===== src/rtl/mem_pkg.sv =====
// mem_pkg: shared definitions for the memory arbiter.
//   state_t          - arbiter FSM encoding (IDLE, BUSY_I, BUSY_D, RESP)
//   DEF_TIMEOUT      - default BUSY-cycle budget before an access is aborted
//   DEF_STARVE_MAX   - default number of data-side wins before fetch is forced
//   cnt_width()      - bits needed to hold the values 0..max_val
package mem_pkg;

    typedef enum logic [1:0] {
        IDLE   = 2'd0,
        BUSY_I = 2'd1,
        BUSY_D = 2'd2,
        RESP   = 2'd3
    } state_t;

    localparam int DEF_TIMEOUT    = 16;
    localparam int DEF_STARVE_MAX = 4;

    function automatic int cnt_width(input int max_val);
        return (max_val < 1) ? 1 : $clog2(max_val + 1);
    endfunction

endpackage


===== src/rtl/mem_arbiter_if.sv =====
// mem_arbiter_if: requester and memory-side signals of the arbiter.
//   if_*   - instruction-fetch requester (req/addr in, ready/rdata out)
//   dm_*   - data requester (req/we/addr/wdata in, ready/rdata out)
//   mem_*  - single-port memory (req/we/addr/wdata out, ack/rdata in)
// Modports:
//   slave  - the arbiter's view (serves both requesters, drives memory)
//   master - the surrounding system's view (requesters plus memory model)
interface mem_arbiter_if #(
    parameter int ADDR_W = 32,
    parameter int DATA_W = 32
);
    logic              if_req;
    logic [ADDR_W-1:0] if_addr;
    logic              if_ready;
    logic [DATA_W-1:0] if_rdata;

    logic              dm_req;
    logic              dm_we;
    logic [ADDR_W-1:0] dm_addr;
    logic [DATA_W-1:0] dm_wdata;
    logic              dm_ready;
    logic [DATA_W-1:0] dm_rdata;

    logic              mem_req;
    logic              mem_we;
    logic [ADDR_W-1:0] mem_addr;
    logic [DATA_W-1:0] mem_wdata;
    logic              mem_ack;
    logic [DATA_W-1:0] mem_rdata;

    modport slave (
        input  if_req, if_addr, dm_req, dm_we, dm_addr, dm_wdata, mem_ack, mem_rdata,
        output if_ready, if_rdata, dm_ready, dm_rdata, mem_req, mem_we, mem_addr, mem_wdata
    );

    modport master (
        output if_req, if_addr, dm_req, dm_we, dm_addr, dm_wdata, mem_ack, mem_rdata,
        input  if_ready, if_rdata, dm_ready, dm_rdata, mem_req, mem_we, mem_addr, mem_wdata
    );

endinterface


===== src/rtl/arb_timer.sv =====
// arb_timer: loadable up-counter with a terminal flag.
//   clk, rst_n - clock, synchronous active-low reset
//   load       - load load_val on the next edge (has priority over en)
//   load_val   - value loaded by load
//   en         - count up by one per cycle; holds once the terminal is reached
//   done       - combinational, high while the count equals LIMIT
module arb_timer #(
    parameter int WIDTH = 5,
    parameter int LIMIT = 15
) (
    input  logic             clk,
    input  logic             rst_n,
    input  logic             load,
    input  logic [WIDTH-1:0] load_val,
    input  logic             en,
    output logic             done
);
    logic [WIDTH-1:0] count_reg;

    always_ff @(posedge clk) begin
        if (!rst_n) begin
            count_reg <= '0;
        end else if (load) begin
            count_reg <= load_val;
        end else if (en && !done) begin
            count_reg <= count_reg + WIDTH'(1);
        end
    end

    assign done = (count_reg == WIDTH'(LIMIT));

endmodule


===== src/rtl/mem_arbiter.sv =====
// mem_arbiter: shares one single-port memory between an instruction-fetch
// requester and a data requester. Data normally wins; after STARVE_MAX
// consecutive data wins with fetch waiting, fetch is forced through. An
// access with no mem_ack for TIMEOUT BUSY cycles is aborted with rdata=0 and
// the sticky err flag set.
//   clk, rst_n   - clock, synchronous active-low reset
//   bus          - requester/memory signals (mem_arbiter_if.slave)
//   c_stall_if   - fetch stage stall  (if_req & ~if_ready)
//   c_stall_mem  - MEM stage stall    (dm_req & ~dm_ready)
//   err          - sticky timeout flag, cleared only by reset
module mem_arbiter
    import mem_pkg::*;
#(
    parameter int ADDR_W     = 32,
    parameter int DATA_W     = 32,
    parameter int STARVE_MAX = DEF_STARVE_MAX,
    parameter int TIMEOUT    = DEF_TIMEOUT
) (
    input  logic         clk,
    input  logic         rst_n,
    mem_arbiter_if.slave bus,
    output logic         c_stall_if,
    output logic         c_stall_mem,
    output logic         err
);
    localparam int SW = cnt_width(STARVE_MAX);
    localparam int TW = cnt_width(TIMEOUT);

    state_t            state_reg, state_next;
    logic [SW-1:0]     starve_cnt_reg;
    logic              grant_i, grant_d;
    logic              acked, timed_out;
    logic              in_busy, tmr_done;
    logic [ADDR_W-1:0] grant_addr;
    logic [DATA_W-1:0] resp_data;

    assign in_busy = (state_reg == BUSY_I) || (state_reg == BUSY_D);

    // Restarted on every grant; done fires in the TIMEOUT-th BUSY cycle.
    arb_timer #(
        .WIDTH (TW),
        .LIMIT (TIMEOUT - 1)
    ) u_timer (
        .clk      (clk),
        .rst_n    (rst_n),
        .load     (grant_i | grant_d),
        .load_val ('0),
        .en       (in_busy),
        .done     (tmr_done)
    );

    always_ff @(posedge clk) begin
        if (!rst_n) begin
            state_reg <= IDLE;
        end else begin
            state_reg <= state_next;
        end
    end

    always_comb begin
        state_next = state_reg;
        grant_i    = 1'b0;
        grant_d    = 1'b0;
        acked      = 1'b0;
        timed_out  = 1'b0;
        case (state_reg)
            IDLE: begin
                // Data wins unless fetch is waiting and has been starved long enough.
                if (bus.dm_req && !(bus.if_req && starve_cnt_reg == SW'(STARVE_MAX))) begin
                    grant_d = 1'b1;
                end else if (bus.if_req) begin
                    grant_i = 1'b1;
                end
                if (grant_i) begin
                    state_next = BUSY_I;
                end else if (grant_d) begin
                    state_next = BUSY_D;
                end
            end
            BUSY_I, BUSY_D: begin
                // An ack arriving in the timeout cycle still completes normally.
                if (bus.mem_ack) begin
                    acked      = 1'b1;
                    state_next = RESP;
                end else if (tmr_done) begin
                    timed_out  = 1'b1;
                    state_next = RESP;
                end
            end
            RESP:    state_next = IDLE;
            default: state_next = IDLE;
        endcase
    end

    assign grant_addr = grant_i ? bus.if_addr : bus.dm_addr;
    // Writes and aborted accesses return zero.
    assign resp_data  = (acked && !bus.mem_we) ? bus.mem_rdata : '0;

    always_ff @(posedge clk) begin
        if (!rst_n) begin
            bus.mem_req    <= 1'b0;
            bus.mem_we     <= 1'b0;
            bus.mem_addr   <= '0;
            bus.mem_wdata  <= '0;
            bus.if_ready   <= 1'b0;
            bus.if_rdata   <= '0;
            bus.dm_ready   <= 1'b0;
            bus.dm_rdata   <= '0;
            err            <= 1'b0;
            starve_cnt_reg <= '0;
        end else begin
            bus.if_ready <= 1'b0;
            bus.dm_ready <= 1'b0;

            // The transaction is frozen here; requester inputs are ignored until RESP.
            if (grant_i || grant_d) begin
                bus.mem_req   <= 1'b1;
                bus.mem_we    <= grant_d & bus.dm_we;
                bus.mem_addr  <= grant_addr;
                bus.mem_wdata <= grant_d ? bus.dm_wdata : '0;
            end

            if (acked || timed_out) begin
                bus.mem_req <= 1'b0;
                bus.mem_we  <= 1'b0;
                if (state_reg == BUSY_D) begin
                    bus.dm_ready <= 1'b1;
                    bus.dm_rdata <= resp_data;
                end else begin
                    bus.if_ready <= 1'b1;
                    bus.if_rdata <= resp_data;
                end
            end

            // rdata is only meaningful alongside ready; clear it on the way out.
            if (state_reg == RESP) begin
                bus.if_rdata <= '0;
                bus.dm_rdata <= '0;
            end

            if (timed_out) begin
                err <= 1'b1;
            end

            if (grant_i) begin
                starve_cnt_reg <= '0;
            end else if (grant_d && bus.if_req && starve_cnt_reg != SW'(STARVE_MAX)) begin
                starve_cnt_reg <= starve_cnt_reg + SW'(1);
            end
        end
    end

    assign c_stall_if  = bus.if_req & ~bus.if_ready;
    assign c_stall_mem = bus.dm_req & ~bus.dm_ready;

endmodule


===== src/flat_wrapper.sv =====
// flat-port wrapper written by rule: the top's interface ports become plain ports
module mem_arbiter_flat import mem_pkg::*;
#(
    parameter int ADDR_W     = 32,
    parameter int DATA_W     = 32,
    parameter int STARVE_MAX = DEF_STARVE_MAX,
    parameter int TIMEOUT    = DEF_TIMEOUT
)
  (clk, rst_n, c_stall_if, c_stall_mem, err, bus_if_req, bus_if_addr, bus_dm_req, bus_dm_we, bus_dm_addr, bus_dm_wdata, bus_mem_ack, bus_mem_rdata, bus_if_ready, bus_if_rdata, bus_dm_ready, bus_dm_rdata, bus_mem_req, bus_mem_we, bus_mem_addr, bus_mem_wdata);
  mem_arbiter_if #(.ADDR_W(ADDR_W), .DATA_W(DATA_W)) bus_i ();
  input  logic clk;
  input  logic rst_n;
  output logic c_stall_if;
  output logic c_stall_mem;
  output logic err;
  input wire logic [$bits(bus_i.if_req)-1:0] bus_if_req;
  input wire logic [$bits(bus_i.if_addr)-1:0] bus_if_addr;
  input wire logic [$bits(bus_i.dm_req)-1:0] bus_dm_req;
  input wire logic [$bits(bus_i.dm_we)-1:0] bus_dm_we;
  input wire logic [$bits(bus_i.dm_addr)-1:0] bus_dm_addr;
  input wire logic [$bits(bus_i.dm_wdata)-1:0] bus_dm_wdata;
  input wire logic [$bits(bus_i.mem_ack)-1:0] bus_mem_ack;
  input wire logic [$bits(bus_i.mem_rdata)-1:0] bus_mem_rdata;
  output wire logic [$bits(bus_i.if_ready)-1:0] bus_if_ready;
  output wire logic [$bits(bus_i.if_rdata)-1:0] bus_if_rdata;
  output wire logic [$bits(bus_i.dm_ready)-1:0] bus_dm_ready;
  output wire logic [$bits(bus_i.dm_rdata)-1:0] bus_dm_rdata;
  output wire logic [$bits(bus_i.mem_req)-1:0] bus_mem_req;
  output wire logic [$bits(bus_i.mem_we)-1:0] bus_mem_we;
  output wire logic [$bits(bus_i.mem_addr)-1:0] bus_mem_addr;
  output wire logic [$bits(bus_i.mem_wdata)-1:0] bus_mem_wdata;
  assign bus_i.if_req = bus_if_req;
  assign bus_i.if_addr = bus_if_addr;
  assign bus_i.dm_req = bus_dm_req;
  assign bus_i.dm_we = bus_dm_we;
  assign bus_i.dm_addr = bus_dm_addr;
  assign bus_i.dm_wdata = bus_dm_wdata;
  assign bus_i.mem_ack = bus_mem_ack;
  assign bus_i.mem_rdata = bus_mem_rdata;
  assign bus_if_ready = bus_i.if_ready;
  assign bus_if_rdata = bus_i.if_rdata;
  assign bus_dm_ready = bus_i.dm_ready;
  assign bus_dm_rdata = bus_i.dm_rdata;
  assign bus_mem_req = bus_i.mem_req;
  assign bus_mem_we = bus_i.mem_we;
  assign bus_mem_addr = bus_i.mem_addr;
  assign bus_mem_wdata = bus_i.mem_wdata;
  mem_arbiter #(.ADDR_W(ADDR_W), .DATA_W(DATA_W), .STARVE_MAX(STARVE_MAX), .TIMEOUT(TIMEOUT)) u_core (.clk(clk), .rst_n(rst_n), .bus(bus_i), .c_stall_if(c_stall_if), .c_stall_mem(c_stall_mem), .err(err));
endmodule

===== config.mk =====
export PLATFORM = sky130hd
export DESIGN_NAME = mem_arbiter_flat
export DESIGN_NICKNAME = d
export VERILOG_FILES = /design/src/rtl/mem_pkg.sv /design/src/rtl/mem_arbiter_if.sv /design/src/rtl/arb_timer.sv /design/src/rtl/mem_arbiter.sv /design/src/flat_wrapper.sv
export SDC_FILE = /design/constraint.sdc
export NUM_CORES = 1
export LEC_CHECK = 0
export ABC_AREA = 1
export BUFFER_PORTS_ARGS = -buffer_cell sky130_fd_sc_hd__buf_2
export CAP_MARGIN = 10
export CORE_MARGIN = 2
export CORE_UTILIZATION = 44
export CTS_BUF_LIST = sky130_fd_sc_hd__clkbuf_2 sky130_fd_sc_hd__clkbuf_4 sky130_fd_sc_hd__clkbuf_8
export DETAILED_ROUTE_END_ITERATION = 6
export GPL_ROUTABILITY_DRIVEN = 0
export PLACE_DENSITY_LB_ADDON = 0.05
export RECOVER_POWER = 100
export SETUP_SLACK_MARGIN = 0.1
export SYNTH_ARGS = -nofsm -noshare
export SYNTH_HDL_FRONTEND = slang
export SYNTH_SLANG_ARGS = --single-unit

===== constraint.sdc =====
create_clock -name clk -period 1.7 [get_ports clk]
set_input_delay 0.085 -clock clk [delete_from_list [all_inputs] [get_ports clk]]
set_output_delay 0.085 -clock clk [all_outputs]
set_load 0.05 [all_outputs]

# Word level (Yosys, flattened, before mapping)
# Cells that the tools add are included.
# word_totals
word_cells	74
reg_bits	143
inputBits	134
# classes
eq_ne	8
n_reduce_logical	22
bitwise_logic	8
mux	22
n_addsub	2
# op_table
operator	count
$mux 32	3
$mux 1	14
$reduce_or 2->1	5
$mux 2	4
$reduce_and 2->1	4
$logic_and 1x1->1	6
$ne 3x3->1 const B	2
$pmux 2 s3	1
$add 5x1->5 const B	1
$eq 5x4->1 const B	1
$eq 2x2->1 const B	2
$not 1->1	4
$add 3x1->3 const B	1
$and 1x1->1	3
$eq 3x3->1 const B	1
$logic_not 1->1	3
$logic_or 1x1->1	3
$ne 3x1->1 const B	1
$eq 2x1->1 const B	1
$logic_not 2->1	1
$or 1x1->1	1

# Longest topological paths before layout
# logic_depth
word_depth	9
ltp_mapped	11

# Modules after synthesis
# A second synthesis with hierarchy kept.
# unflattened
cells_unflattened	866
area_unflattened_um2	6040.8
# by_module_without_submodules
module	n_inst	seq_area_each_um2	cells_each	area_each_um2
mem_arbiter	1	2762.6	813	5705.5
arb_timer	1	100.1	53	335.3

# Worst setup path before layout
# No wires, ideal clock.
# synth_path
path_kind	register to register
start	register u_core.u_timer.count_reg[0]
end	register u_core.bus.if_rdata[26]
setup_time_ps	114
required_time_ps	1586
path_slack_ps	51
path_stages_with_launch	11
path_buffers	2
t_arrival_ps	1534
path_cell_list	dfxtp_1 > ha_1 > nand2_1 > nor2_1 > ha_1 > o21ai_4 > nor2_4 > buf_6 > buf_6 > o21ai_1 > nor2_1
# synth_via
elab_chain_cells	6
# synth_lines
element	line	source
start: declaration	arb_timer.sv:18	logic [WIDTH-1:0] count_reg;
start signal: assignment	arb_timer.sv:24	count_reg <= load_val;
start signal: assignment	arb_timer.sv:26	count_reg <= count_reg + WIDTH'(1);
$eq 5x4->1	arb_timer.sv:30	assign done = (count_reg == WIDTH'(LIMIT));
$mux 1	mem_arbiter.sv:85	end else if (tmr_done) begin
$mux 1	mem_arbiter.sv:82	if (bus.mem_ack) begin
$mux 1	mem_arbiter.sv:66	case (state_reg)
$logic_or 1x1->1	mem_arbiter.sv:123	if (acked || timed_out) begin
$reduce_and 2->1 (no source line)	-	
end signal: assignment	mem_arbiter.sv:131	bus.if_rdata <= resp_data;
end: declaration	mem_arbiter_if.sv:33	output if_ready, if_rdata, dm_ready, dm_rdata, mem_req, mem_we, mem_addr, mem_wdata
# No other way between the ends.
# A chain may end at the register's enable or synchronous reset.

# Final worst setup path
# layout_path
start	register u_core.u_timer.count_reg[1]
end	register u_core.bus.dm_rdata[24]
# layout_via
elab_chain_cells	6
# layout_lines
element	line	source
$eq 5x4->1	arb_timer.sv:30	
$mux 1	mem_arbiter.sv:85	
$mux 1	mem_arbiter.sv:82	
$mux 1	mem_arbiter.sv:66	
$logic_or 1x1->1	mem_arbiter.sv:123	
$reduce_and 2->1 (no source line)	-	
end signal: assignment	mem_arbiter.sv:128	bus.dm_rdata <= resp_data;
end: declaration	mem_arbiter_if.sv:33	
# No other way between the ends.

==> results.md <==
* Outcome: finished, final reports clean
* Highest layer used for signal routing: met4
* Post-synthesis instance total at a little over 800
* Kind of critical path: flip-flop to flip-flop
* Maximum fanout encountered on the critical timing path at 8
* Yosys warning count at 0
* Amount of wire on met2 after detailed routing at about 9.5 mm
* Syn Nets at 962
* DRC violation count after routing at 0
* Wire length of the first global-routing pass at 29.8 mm
* Ratio of cells with drive above 1 in the final layout at 0.231
* Final worst hold slack at 0.0230 ns
* Arrival time at the worst endpoint at approximately 2.0 ns
* Commonest cells after routing, fill and taps aside: sky130_fd_sc_hd__nand2_1, sky130_fd_sc_hd__dfxtp_1, sky130_fd_sc_hd__buf_2, sky130_fd_sc_hd__clkbuf_1, sky130_fd_sc_hd__nor2_1
* Max Cap Viol at 0
* Hold Violations, Final at 0
* DIE AREA at between 0.01 and 0.015 sq mm
* Power density normalized to cell area at 1650 mW/mm^2
* Post-DRT Antenna Nets at 0
* M1 wire length at between 8 and 9 mm
* Cell at the root of the clock tree: sky130_fd_sc_hd__clkbuf_8
* Cell class contributing the biggest share of worst-path delay: simple AND/OR/NAND/NOR gates
* Sink count of the clock tree at approximately 140
* CP endpoint: u_core.bus.dm_rdata[24]
* Post-synthesis register bit count at ~140
* First drt pass iteration count at 4
* Final net count at about 1,400
* I/O pin count at 269
* Leading cell type in the layout, fill and taps excluded: sky130_fd_sc_hd__nand2_1
* Via count at just under 7,000
* Number of buffers created by CTS at 17
* Clock latency on the worst-skew pair at roughly 0.44 ns
* Number of buffers between clock root and the deepest sink at 2
* Critical R2R Capture: u_core.bus.dm_rdata[24]
* Min Clock Period, post-route at between 1.5 and 2 ns
* Tcrit/Tclk final at 0.988
* Portion of synthesized cell area occupied by the leading cell type at 0.474
* Vias in the first global route at around 6,400
* Chip Height at about 120 um
* RSZ-0062 raised after global routing: yes
* Vias per Instance at ~4.8
* Endpoint required time on the critical path at around 2 ns
* Sequential area share after synthesis at 0.474
* Initial Utilization at 0.453
* Placeable core region at approximately 0.013 sq mm
* Tightest Pin Transition at around 0.7 ns
* Final instance count without filler cells at roughly 1,400
* Cell-by-cell listing of the critical path: ha_4, nand2_4, nor2_4, ha_4, o21ai_4, nor2_4, buf_8, clkbuf_16, and2_4, nor2_2
* Kind of capture point of the worst setup path: flip-flop
* Buffers added on ports at roughly 270
* Placement Rows at 42
* Yosys top cell by area: sky130_fd_sc_hd__dfxtp_1
* HPWL Detailed at ~12 mm
* Number of antenna violations at the first check in global routing at 2
* Final setup violation count at 0
* Largest net degree at the start of global routing at 65
* P_leak at between 4 and 5 nW
* Avg WL per Cell at ~14 um
* Global-route usage over all layers at 0.253
* Cell with the biggest individual delay on the critical path: sky130_fd_sc_hd__dfxtp_2
* Worst Reg-to-Reg Cells at 10
* Clk slew on worst S/H paths at 0.08 ns
* Number of distinct library cells after synthesis at 31
* Setup Slack @ Placement at around 0.013 ns
* Number of DRC markers after the initial detailed-route iteration at roughly 370
* Worst Clk Skew at 0.00931 ns
* Overflow after GRT at 0
* Fill cell instance count of the final layout at 1,151
* Met3 routed wirelength at 1.24 mm
* Worst R2R Start: u_core.u_timer.count_reg[1]
* Combined buffer and inverter count along the critical path at 2
* Mapped Area at just over 0.006 sq mm
* CTS tree: yes
* Delay of the slowest critical-path stage at 0.36 ns
* Type of element launching the critical path: flip-flop
* Max Freq at roughly 600 MHz
* Pins Over Slew Limit at 0
* Number of H-tree levels at 4
* Total wire length at approximately 20 mm
* Max-slew headroom at the worst pin at 0.536
* Dominant cells by area after synthesis: sky130_fd_sc_hd__dfxtp_1, sky130_fd_sc_hd__nand2_1, sky130_fd_sc_hd__nor2_1, sky130_fd_sc_hd__nand3b_1, sky130_fd_sc_hd__nand3_1
* Total stage count of the critical path at 10
* Synthesis-to-finish area growth at 58.5%
* Final worst setup slack at around 0.021 ns
* Total instance count after detailed placement at 1,236
* Die span in x at approximately 120 um
* Start point of the critical path: u_core.u_timer.count_reg[1]
* Class of the most critical hold timing path: input pin to flip-flop
* Register-to-register setup slack at around 0.021 ns
* Setup TNS Final at 0 ns
* Avg Inst Size Synth at around 7.4 sq um
* Maximum vdd drop at between 0.0009 and 0.001 V
report_power, final:
part	leakage, nW	internal [mW]	switching [mW]	total [mW]
clock	0.233	1.87	1.27	3.14
sequential	1.17	4.19	0.477	4.67
combinational	2.94	2.30	5.72	8.02
worst min path at each step:
stage | startpoint | end | cells past startpoint
3_5_place_dp | bus_dm_wdata[0] | u_core.bus.mem_wdata[0] | 3
6_report | bus_mem_rdata[14] | u_core.bus.if_rdata[14] | 5
4_1_cts | bus_mem_rdata[22] | u_core.bus.if_rdata[22] | 5
5_1_grt | bus_dm_req | u_core.bus.mem_we | 3
3_3_place_gp | bus_dm_wdata[27] | u_core.bus.mem_wdata[27] | 3
2_1_floorplan | bus_dm_wdata[0] | u_core.bus.mem_wdata[0] | 2
cell usage after synthesis:
cell type / count
sky130_fd_sc_hd__o21ai_2: 1
sky130_fd_sc_hd__dfxtp_1: 143
sky130_fd_sc_hd__inv_4: 1
sky130_fd_sc_hd__o21ai_0: 22
sky130_fd_sc_hd__o21a_1: 1
sky130_fd_sc_hd__nor2_1: 143
sky130_fd_sc_hd__nand3_1: 37
sky130_fd_sc_hd__nand2_1: 292
sky130_fd_sc_hd__o21ai_4: 1
sky130_fd_sc_hd__nand2_2: 1
sky130_fd_sc_hd__buf_2: 18
sky130_fd_sc_hd__nand3_2: 1
sky130_fd_sc_hd__and2_1: 10
sky130_fd_sc_hd__nor2_4: 3
sky130_fd_sc_hd__nor3b_1: 1
sky130_fd_sc_hd__nand3b_1: 33
sky130_fd_sc_hd__o21ai_1: 5
sky130_fd_sc_hd__buf_6: 14
sky130_fd_sc_hd__a21oi_4: 1
sky130_fd_sc_hd__xor2_1: 2
sky130_fd_sc_hd__nand4_1: 26
sky130_fd_sc_hd__inv_2: 3
sky130_fd_sc_hd__nor2_2: 1
sky130_fd_sc_hd__a21oi_1: 7
sky130_fd_sc_hd__clkbuf_1: 6
sky130_fd_sc_hd__a31oi_1: 1
sky130_fd_sc_hd__clkbuf_2: 1
sky130_fd_sc_hd__inv_1: 26
sky130_fd_sc_hd__ha_1: 8
sky130_fd_sc_hd__buf_4: 10
sky130_fd_sc_hd__nor2_8: 1
worst reg2reg max path: stages, from the launching register on:
cell and delay, ns:
sky130_fd_sc_hd__dfxtp_2 0.36, sky130_fd_sc_hd__ha_4 0.15, sky130_fd_sc_hd__nand2_4 0.05, sky130_fd_sc_hd__nor2_4 0.12, sky130_fd_sc_hd__ha_4 0.15, sky130_fd_sc_hd__o21ai_4 0.08
sky130_fd_sc_hd__nor2_4 0.17, sky130_fd_sc_hd__buf_8 0.16, sky130_fd_sc_hd__clkbuf_16 0.16, sky130_fd_sc_hd__and2_4 0.13, sky130_fd_sc_hd__nor2_2 0.03
what timing repair did:
action / 4_1_cts / 5_1_grt
endpoints found under the setup margin: 65 / 114
hold buffers: 115 / 0
gates resized for setup: 26 / 79
setup buffers: 4 / 8
endpoints found under the hold margin: 88 / 0
pin swaps: 5 / 18
gates cloned: 2 / 7
logic make-up (layout without fill, tap and decap cells):
family	after synthesis	count (layout)	synth area share
flops	143	143	0.474
other cells	0	2	0
xor+xnor	2	2	0.00290
buf+inv	79	487	0.0770
simple gates	549	549	0.393
compound gates	39	39	0.0373
fa+ha+maj	8	8	0.0166
stage by stage:
stage	total power, mW	util	area [sq um]
2_1_floorplan	10.1	-	6050
3_3_place_gp	11.6	0.563	7510
3_5_place_dp	11.7	0.563	7510
4_1_cts	15.4	0.696	9290
5_1_grt	16.7	0.718	9580
6_report	15.8	0.718	9580
metal layers:
metal / up-vias / GRT usage
li1: 3376 / -
met1: 3089 / 0.310
met2: 258 / 0.416
met3: 54 / 0.0587
met4: 0 / 0.130
met5: - / 0
layout make-up:
| type | count | area, sq um | area share |
|---|---|---|---|
| Timing Repair Buffer | 425 | 2930 | 0.305 |
| Antenna cell | 2 | 5.00 | 0.000522 |
| Clock buffer | 22 | 284 | 0.0296 |
| Inverter | 30 | 128 | 0.0133 |
| Multi-Input combinational cell | 598 | 2970 | 0.310 |
| Clock inverter | 10 | 184 | 0.0192 |
| Sequential cell | 143 | 2870 | 0.299 |
| Tap cell | 176 | 220 | 0.0230 |
No activity file was read; power rests on OpenSTA's default activity.
